[config.mk]
export PLATFORM = sky130hd
export DESIGN_NAME = barcode_entry_ctrl_flat
export DESIGN_NICKNAME = d
export VERILOG_FILES = /design/src/rtl/barcode_entry_ctrl_if.sv /design/src/rtl/barcode_entry_ctrl.sv /design/src/flat_wrapper.sv
export SDC_FILE = /design/constraint.sdc
export NUM_CORES = 1
export LEC_CHECK = 0
export ABC_AREA = 1
export BUFFER_PORTS_ARGS = -buffer_cell sky130_fd_sc_hd__buf_2
export CORE_MARGIN = 1.5
export CORE_UTILIZATION = 56
export DETAILED_ROUTE_END_ITERATION = 12
export HOLD_SLACK_MARGIN = 0.1
export PLACE_DENSITY = 0.81
export SLEW_MARGIN = 30
export SYNTH_ARGS = -nofsm -noshare
export SYNTH_HDL_FRONTEND = slang
export SYNTH_SLANG_ARGS = --single-unit
[constraint.sdc]
create_clock -name CLOCK_50 -period 2.1 [get_ports CLOCK_50]
set_clock_uncertainty 0.15 [all_clocks]
set_input_delay 0.21 -clock CLOCK_50 [delete_from_list [all_inputs] [get_ports CLOCK_50]]
set_output_delay 0.21 -clock CLOCK_50 [all_outputs]
set_load 0.03 [all_outputs]
[src/rtl/barcode_entry_ctrl_if.sv]
// Lookup handshake between the entry controller (master) and the item-lookup datapath (slave).
// The request is held high until a one-cycle ack; the code is stable while the request is high.
interface barcode_entry_ctrl_if;
    logic       lookup_req;
    logic [7:0] lookup_code;
    logic       lookup_ack;
    logic       lookup_found;

    modport master (
        output lookup_req,
        output lookup_code,
        input  lookup_ack,
        input  lookup_found
    );

    modport slave (
        input  lookup_req,
        input  lookup_code,
        output lookup_ack,
        output lookup_found
    );
endinterface

[src/rtl/barcode_entry_ctrl.sv]
// Keypad barcode entry: debounces KEY[3:0], builds a 4-digit code, runs the req/ack item lookup.
// Latency: key press to FSM action 3+DEBOUNCE_CYCLES edges; lookup ack to result pulse 1 edge.
// Backpressure: none; key events arriving while a lookup is outstanding are dropped.
module barcode_entry_ctrl #(
    parameter int DEBOUNCE_CYCLES = 4,
    parameter int TIMEOUT_CYCLES  = 1024
) (
    input  logic                 CLOCK_50,
    input  logic                 RESET_N,
    input  logic [3:0]           KEY,
    input  logic                 sw_barcode,
    barcode_entry_ctrl_if.master lookup,
    output logic [7:0]           entry_code,
    output logic [2:0]           entry_count,
    output logic                 sel_pulse,
    output logic                 add_pulse,
    output logic                 nf_pulse,
    output logic                 err_pulse,
    output logic                 busy
);
    localparam int DBW = (DEBOUNCE_CYCLES > 1) ? $clog2(DEBOUNCE_CYCLES) : 1;
    localparam int TW  = $clog2(TIMEOUT_CYCLES);
    localparam logic [DBW-1:0] DB_LAST = DBW'(DEBOUNCE_CYCLES - 1);
    localparam logic [TW-1:0]  TO_LAST = TW'(TIMEOUT_CYCLES - 1);

    typedef enum logic {ENTRY, REQ} state_t;

    logic [3:0]     sync_a;
    logic [3:0]     sync_b;
    logic [3:0]     pressed;
    logic [3:0]     pressed_q;
    logic [3:0]     key_ev;
    logic [DBW-1:0] db_cnt [4];

    state_t         state;
    logic [TW-1:0]  tcnt;
    logic           digit_vld;
    logic [1:0]     digit;

    // db_cnt counts consecutive synchronized samples that disagree with the accepted state.
    always_ff @(posedge CLOCK_50) begin
        if (!RESET_N) begin
            sync_a    <= '1;
            sync_b    <= '1;
            pressed   <= '0;
            pressed_q <= '0;
            key_ev    <= '0;
            for (int i = 0; i < 4; i++) db_cnt[i] <= '0;
        end else begin
            sync_a    <= KEY;
            sync_b    <= sync_a;
            pressed_q <= pressed;
            key_ev    <= pressed & ~pressed_q;
            for (int i = 0; i < 4; i++) begin
                if (sync_b[i] != pressed[i]) begin
                    db_cnt[i] <= '0;
                end else if (db_cnt[i] == DB_LAST) begin
                    pressed[i] <= ~sync_b[i];
                    db_cnt[i]  <= '0;
                end else begin
                    db_cnt[i] <= db_cnt[i] + DBW'(1);
                end
            end
        end
    end

    // KEY3 outranks KEY2 outranks KEY1 when digit events coincide.
    always_comb begin
        digit_vld = |key_ev[3:1];
        digit     = 2'd3;
        if (key_ev[3])      digit = 2'd1;
        else if (key_ev[2]) digit = 2'd2;
    end

    always_ff @(posedge CLOCK_50) begin
        if (!RESET_N) begin
            state              <= ENTRY;
            tcnt               <= '0;
            entry_code         <= '0;
            entry_count        <= '0;
            lookup.lookup_req  <= 1'b0;
            lookup.lookup_code <= '0;
            sel_pulse          <= 1'b0;
            add_pulse          <= 1'b0;
            nf_pulse           <= 1'b0;
            err_pulse          <= 1'b0;
            busy               <= 1'b0;
        end else begin
            sel_pulse <= 1'b0;
            add_pulse <= 1'b0;
            nf_pulse  <= 1'b0;
            err_pulse <= 1'b0;
            case (state)
                ENTRY: begin
                    if (key_ev[0]) begin
                        if (!sw_barcode) begin
                            sel_pulse <= 1'b1;
                        end else if (entry_count == 3'd4) begin
                            lookup.lookup_code <= entry_code;
                            lookup.lookup_req  <= 1'b1;
                            busy               <= 1'b1;
                            tcnt               <= '0;
                            state              <= REQ;
                        end else begin
                            err_pulse <= 1'b1;
                        end
                    end else if (digit_vld && entry_count != 3'd4) begin
                        entry_code  <= {entry_code[5:0], digit};
                        entry_count <= entry_count + 3'd1;
                    end
                end
                REQ: begin
                    // An ack in the final timeout cycle still counts as a lookup result.
                    if (lookup.lookup_ack || tcnt == TO_LAST) begin
                        lookup.lookup_req <= 1'b0;
                        busy              <= 1'b0;
                        entry_code        <= '0;
                        entry_count       <= '0;
                        state             <= ENTRY;
                        if (lookup.lookup_ack) begin
                            add_pulse <= lookup.lookup_found;
                            nf_pulse  <= ~lookup.lookup_found;
                        end else begin
                            err_pulse <= 1'b1;
                        end
                    end else begin
                        tcnt <= tcnt + TW'(1);
                    end
                end
                default: state <= ENTRY;
            endcase
        end
    end
endmodule

[src/flat_wrapper.sv]
// flat-port wrapper written by rule: the top's interface ports become plain ports
module barcode_entry_ctrl_flat 
#(
    parameter int DEBOUNCE_CYCLES = 4,
    parameter int TIMEOUT_CYCLES  = 1024
)
  (CLOCK_50, RESET_N, KEY, sw_barcode, entry_code, entry_count, sel_pulse, add_pulse, nf_pulse, err_pulse, busy, lookup_lookup_req, lookup_lookup_code, lookup_lookup_ack, lookup_lookup_found);
  barcode_entry_ctrl_if lookup_i ();
  input  logic CLOCK_50;
  input  logic RESET_N;
  input  logic [3:0] KEY;
  input  logic sw_barcode;
  output logic [7:0] entry_code;
  output logic [2:0] entry_count;
  output logic sel_pulse;
  output logic add_pulse;
  output logic nf_pulse;
  output logic err_pulse;
  output logic busy;
  output wire logic [$bits(lookup_i.lookup_req)-1:0] lookup_lookup_req;
  output wire logic [$bits(lookup_i.lookup_code)-1:0] lookup_lookup_code;
  input wire logic [$bits(lookup_i.lookup_ack)-1:0] lookup_lookup_ack;
  input wire logic [$bits(lookup_i.lookup_found)-1:0] lookup_lookup_found;
  assign lookup_lookup_req = lookup_i.lookup_req;
  assign lookup_lookup_code = lookup_i.lookup_code;
  assign lookup_i.lookup_ack = lookup_lookup_ack;
  assign lookup_i.lookup_found = lookup_lookup_found;
  barcode_entry_ctrl #(.DEBOUNCE_CYCLES(DEBOUNCE_CYCLES), .TIMEOUT_CYCLES(TIMEOUT_CYCLES)) u_core (.CLOCK_50(CLOCK_50), .RESET_N(RESET_N), .KEY(KEY), .sw_barcode(sw_barcode), .lookup(lookup_i), .entry_code(entry_code), .entry_count(entry_count), .sel_pulse(sel_pulse), .add_pulse(add_pulse), .nf_pulse(nf_pulse), .err_pulse(err_pulse), .busy(busy));
endmodule
# [Word-level counts from Yosys, hierarchy flattened]
# Memory sizes are Yosys's and may differ from the RTL's.
# Index checks and enable logic that the tools add are counted.
# Widths: inputs -> output; s select.
[classes] addsub=6 n_eq_ne=18 mux=89 bitwise=26 reduce_logical=13
[op_table] op="$mux 1" count=60
[op_table] op="$mux 10" count=4
[op_table] op="$mux 2" count=13
[op_table] op="$mux 8" count=3
[op_table] op="$pmux 10 s2" count=1
[op_table] op="$pmux 8 s2" count=1
[op_table] op="$reduce_and 4->1" count=4
[op_table] op="$not 1->1" count=12
[op_table] op="$or 1x1->1" count=12
[op_table] op="$add 10x1->10 const B" count=1
[op_table] op="$eq 10x10->1 const B" count=1
[op_table] op="$mux 3" count=3
[op_table] op="$add 2x1->2 const B" count=4
[op_table] op="$eq 2x2->1 const B" count=4
[op_table] op="$ne 2x2->1 const B" count=4
[op_table] op="$reduce_and 2->1" count=4
[op_table] op="$ne 2x1->1 const B" count=3
[op_table] op="$pmux 1 s2" count=3
[op_table] op="$pmux 3 s2" count=1
[op_table] op="$reduce_or 3->1" count=2
[op_table] op="$and 4x4->4" count=1
[op_table] op="$ne 1x1->1" count=4
[op_table] op="$not 4->4" count=1
[op_table] op="$add 3x1->3 const B" count=1
[op_table] op="other kinds (5)" count=5
[word_totals] ff_bits=55 ram_bits=8 out_inout_bits=25 word_cells=171 n_memories=1
[mem_list] memory="u_core.db_cnt" words=4 word_bits=2 rd=4 rd_clocked_by_memory_dff=0 wr=4 line="barcode_entry_ctrl.sv:33" source="logic [DBW-1:0] db_cnt [4];"

# [Depth between registers and ports, before layout]
# An unclocked memory read counts as a cell.
[depth] word_depth=8 mapped_depth=10 mapped_depth_nobuf=10

# [Least setup slack after synthesis]
# Ideal clock, no wire load.
[synth_path] kind="reg-to-reg" from="reg u_core.entry_count[0]" to="reg u_core.entry_count[0]" setup_ns=0.112 arrival_time_ns=1.560 required_ns=1.838 path_slack_ns=0.278 stages_incl_launch_ff=10 synth_period_minus_slack_ns=1.822 cell_sequence="dfxtp_1 -> inv_1 -> ha_1 -> nand2_1 -> nand2_1 -> o21bai_1 -> nand2_2 -> buf_6 -> o21ai_2 -> inv_1"
[synth_between] elab_chain_len=4 word_cells_on_any_way=8 cone_classes="1 x add/sub; 2 x eq/ne; 3 x mux; 2 x reduce/logical"
[synth_rtl] item="start, declared" line="barcode_entry_ctrl.sv:14" source="output logic [2:0] entry_count,"
[synth_rtl] item="start signal, assigned" line="barcode_entry_ctrl.sv:109" source="entry_count <= entry_count + 3'd1;"
[synth_rtl] item="$add 3x1->3 / $ne 3x3->1 (equally long branches)" line="barcode_entry_ctrl.sv:109, barcode_entry_ctrl.sv:107"
[synth_rtl] item="$mux 3 / $logic_and 1x1->1 (equally long branches)" line="barcode_entry_ctrl.sv:107" source="end else if (digit_vld && entry_count != 3'd4) begin"
[synth_rtl] item="$mux 3 / $ne 2x1->1 (equally long branches)"
[synth_rtl] item="$pmux 3 s2 / $reduce_and 3->1 (equally long branches)"
# Parallel ways exist; a longest one is shown, timed or not. The select of a mux whose other input is x is not followed.
# A chain may end at the register's enable or synchronous reset.

# [Worst setup path after layout]
[layout_path] from="reg u_core.entry_count[0]" to="reg u_core.entry_code[2]"
[layout_between] elab_chain_len=4
[layout_rtl] item="$ne 3x3->1" line="barcode_entry_ctrl.sv:107"
[layout_rtl] item="$logic_and 1x1->1" line="barcode_entry_ctrl.sv:107"
[layout_rtl] item="$ne 2x1->1 (no line)"
[layout_rtl] item="$reduce_and 3->1 (no line)"
[layout_rtl] item="end signal, assigned" line="barcode_entry_ctrl.sv:108" source="entry_code <= {entry_code[5:0], digit};"
[layout_rtl] item="end, declared" line="barcode_entry_ctrl.sv:13" source="output logic [7:0] entry_code,"
# Every way passes these cells.

==> run_results.csv <==
group,metric,value,unit
run_status,status,"completed",
clock_tree,cts_hold_buf,8,
placement,port_buffers,33,
worst_setup_path,start_kind,"flip-flop",
pwr,clkPwrFrac,44.3,%
placement,pre_cts_ws,0.366,ns
pwr,p_seq_share,50.7,%
sta,hold_viol_final,0,
clock_tree,clkLatencyLatePin,0.34,ns
worst_setup_path,rr_startpoint,"u_core.entry_count[0]",
routing,vias_per_cell,4.92,
worst_setup_path,path_cells,"inv_1, ha_1, nand2_1, nand2_1, o21bai_1, nand2_2, nand2_1, a21oi_1",
layout,final_nets,374,
sta,setup_viol_count_final,0,
grt,grt_max_degree,27,
grt,overflow,0,
routing,wire_per_inst,11.1,um
synthesis,synth-seq-area-share,52.8,%
sta,worst_pin_slew,0.676,ns
grt,first_global_vias,1894,
layout,diodes,0,
min_path,hold_depth,4,
routing,wirelength,4620,um
clock_tree,htreeDepth,3,
synthesis,ys_ff_latch,63,
routing,drtIter0Drc,120,
pwr,switching_share,23.1,%
worst_setup_path,crit_family,"simple AND/OR/NAND/NOR gates",
pwr,internal-power,1920,uW
sta,worst_slack,0.314,ns
synthesis,yosysWarningCount,0,
pwr,p_leak,0.00146,uW
floorplanning,core-area,4350,um^2
pwr,comb_power_share,5.0,%
sta,rsz0062_at_grt,"no",
placement,hpwl,3090,um
worst_setup_path,crit_fanout,11,
worst_setup_path,cp_num_buf_inv,1,
synthesis,postSynthCellCount,306,
min_path,holdPathEnd,"u_core.tcnt[3]",
worst_setup_path,r2r-end,"u_core.entry_code[2]",
layout,final_cell_mix,"nand2_1, dfxtp_1, nor2_1, inv_1, buf_2",
routing,ant_nets,0,
sta,min_period,1.79,ns
clock_tree,post_cts_buffers,0,
clock_tree,post_cts_resized,0,
routing,vias,2043,
worst_setup_path,worst_setup_path_end_kind,"flip-flop",
clock_tree,cts_buffer_depth,2,
pwr,switchingPower,576,uW
floorplanning,fp.dieH,70.4,um
worst_setup_path,reg2reg_slack,0.31,ns
sta,slew_violations,0,
clock_tree,cts_root_buffer,"clkbuf_8",
floorplanning,io_pins,34,
synthesis,synth_area,2540,um^2
pwr,ir_drop,0.484,mV
routing,drc,0,
worst_setup_path,critical_path.max_stage_delay,0.40,ns
sta,finalCritPeriodShare,85.1,%
placement,gp_congestion,0.845,
layout,syn2layout_area_growth,20.1,%
worst_setup_path,worst_ep_required_time,2.14,ns
pwr,power_density,817,nW/um^2
layout,final_core_utilization,70.1,%
synthesis,synth_cell_types,32,
worst_setup_path,arrival,1.83,ns
synthesis,syn_area_per_cell,8.30,um^2
worst_setup_path,worstSetupPathType,"reg2reg",
job,drv_cap,0,
sta,tns,0,ns
layout,final_common_cell,"nand2_1",
min_path,min-delay-start,"RESET_N",
floorplanning,die_x,70.4,um
sta,hold_ws,0.207,ns
routing,dr.pass1.iters,4,
min_path,hp-class,"in2reg",
grt,track_usage,20.9,%
sta,relSlewSlack,54.9,%
clock_tree,cts.sinks,63,
clock_tree,cts_buffers,9,
layout,drive_above_1_share,20.1,%
sta,fmax,560,MHz
grt,grt_pass1_wl,8050,um
worst_setup_path,rr_worst_depth,8,
grt,antenna_found_initial,0,
worst_setup_path,crit_top_cell,"nand2_1",
floorplanning,dieArea,4950,um^2
worst_setup_path,crit_slowest_cell,"dfxtp_1",
clock_tree,cts_tree,"built",
floorplanning,num_rows,24,
floorplanning,start_util,58.4,%
clock_tree,cts.clk_slew.worst_paths,0.07,ns
cell families (layout without fill, tap and decap cells):
logic type	Yosys count	after routing	share of synthesized area (%)
flip-flops	63	63	52.8
AND/OR/NAND/NOR	141	141	25.3
adder cells (fa/ha/maj)	7	7	3.45
buffers and inverters	45	95	7.48
other	1	8	0.148
XOR/XNOR	3	3	1.03
AO/OA/AOI/OAI	46	46	9.80
per-layer routing:
| layer | GRT usage (%) | wire length (um) | up-vias |
|---|---|---|---|
| met1 | 24.9 | 2130 | 918 |
| met3 | 4.76 | 196 | 9 |
| met2 | 33.6 | 2170 | 49 |
| met5 | 0 | 0 | - |
| li1 | - | - | 1067 |
| met4 | 13.7 | 123 | 0 |
sequential cells by signal (all words and copies together) (netlist names), 3 cells and up:
name / count
u_core.sync_b: 4
u_core.lookup.lookup_code: 8
u_core.db_cnt: 8
u_core.sync_a: 4
u_core.pressed: 4
u_core.tcnt: 10
u_core.entry_code: 8
u_core.pressed_q: 4
u_core.key_ev: 4
u_core.entry_count: 3
final cells by class:
type                       count  area, um^2
timing repair buffer          43         260
clock inverter                 6        66.3
clock buffer                  10         149
inverter                      36         135
fill                         332        1300
multi-input combinational    205        1040
tap                           52        65.1
sequential                    63        1340
cell usage after synthesis (all sizes together):
cell | instances | share of area (%)
a21oi | 22 | 4.3
o21bai | 2 | 0.59
conb | 1 | 0.15
nor3b | 1 | 0.30
buf | 5 | 1.6
nand4 | 3 | 1.3
o21ai | 18 | 3.7
o211ai | 3 | 0.89
xnor2 | 2 | 0.69
or2 | 9 | 2.2
xor2 | 1 | 0.34
ha | 7 | 3.4
nor2 | 41 | 6.5
and2 | 1 | 0.25
nor3 | 4 | 0.79
inv | 36 | 5.3
edfxtp | 8 | 9.5
dfxtp | 55 | 43
a21boi | 1 | 0.30
nand3 | 16 | 3.5
clkbuf | 4 | 0.59
nand2 | 66 | 10
power groups by stage:
stage	registers (uW)	logic, uW	clock network (uW)
2_1_floorplan	1300	74.8	0
3_3_place_gp	1290	110	0
3_5_place_dp	1290	114	0
4_1_cts	1260	125	1120
5_1_grt	1270	142	1170
6_report	1270	125	1110
how the worst max path moves through the flow:
stage / endpoint / cells past startpoint / start
2_1_floorplan: u_core.entry_count[0] / 9 / u_core.entry_count[0]
3_3_place_gp: u_core.entry_code[1] / 8 / u_core.entry_count[0]
3_5_place_dp: u_core.entry_code[0] / 8 / u_core.entry_count[0]
4_1_cts: u_core.entry_code[2] / 8 / u_core.entry_count[0]
5_1_grt: u_core.entry_code[1] / 8 / u_core.entry_count[0]
6_report: u_core.entry_code[2] / 8 / u_core.entry_count[0]
tightest hold or removal path: cells and delay by family:
family        cells  cell delay [ns]
buf+inv           2             0.31
simple gates      2             0.12
stage by stage:
stage	std cells	total power, uW	cell area (um^2)
CTS	415	2510	3050
global route	415	2580	3050
finish	415	2490	3050
floorplan	313	1370	2570
global placement	391	1400	2760
detailed placement	391	1410	2760
Power figures use the tool's default switching activity.
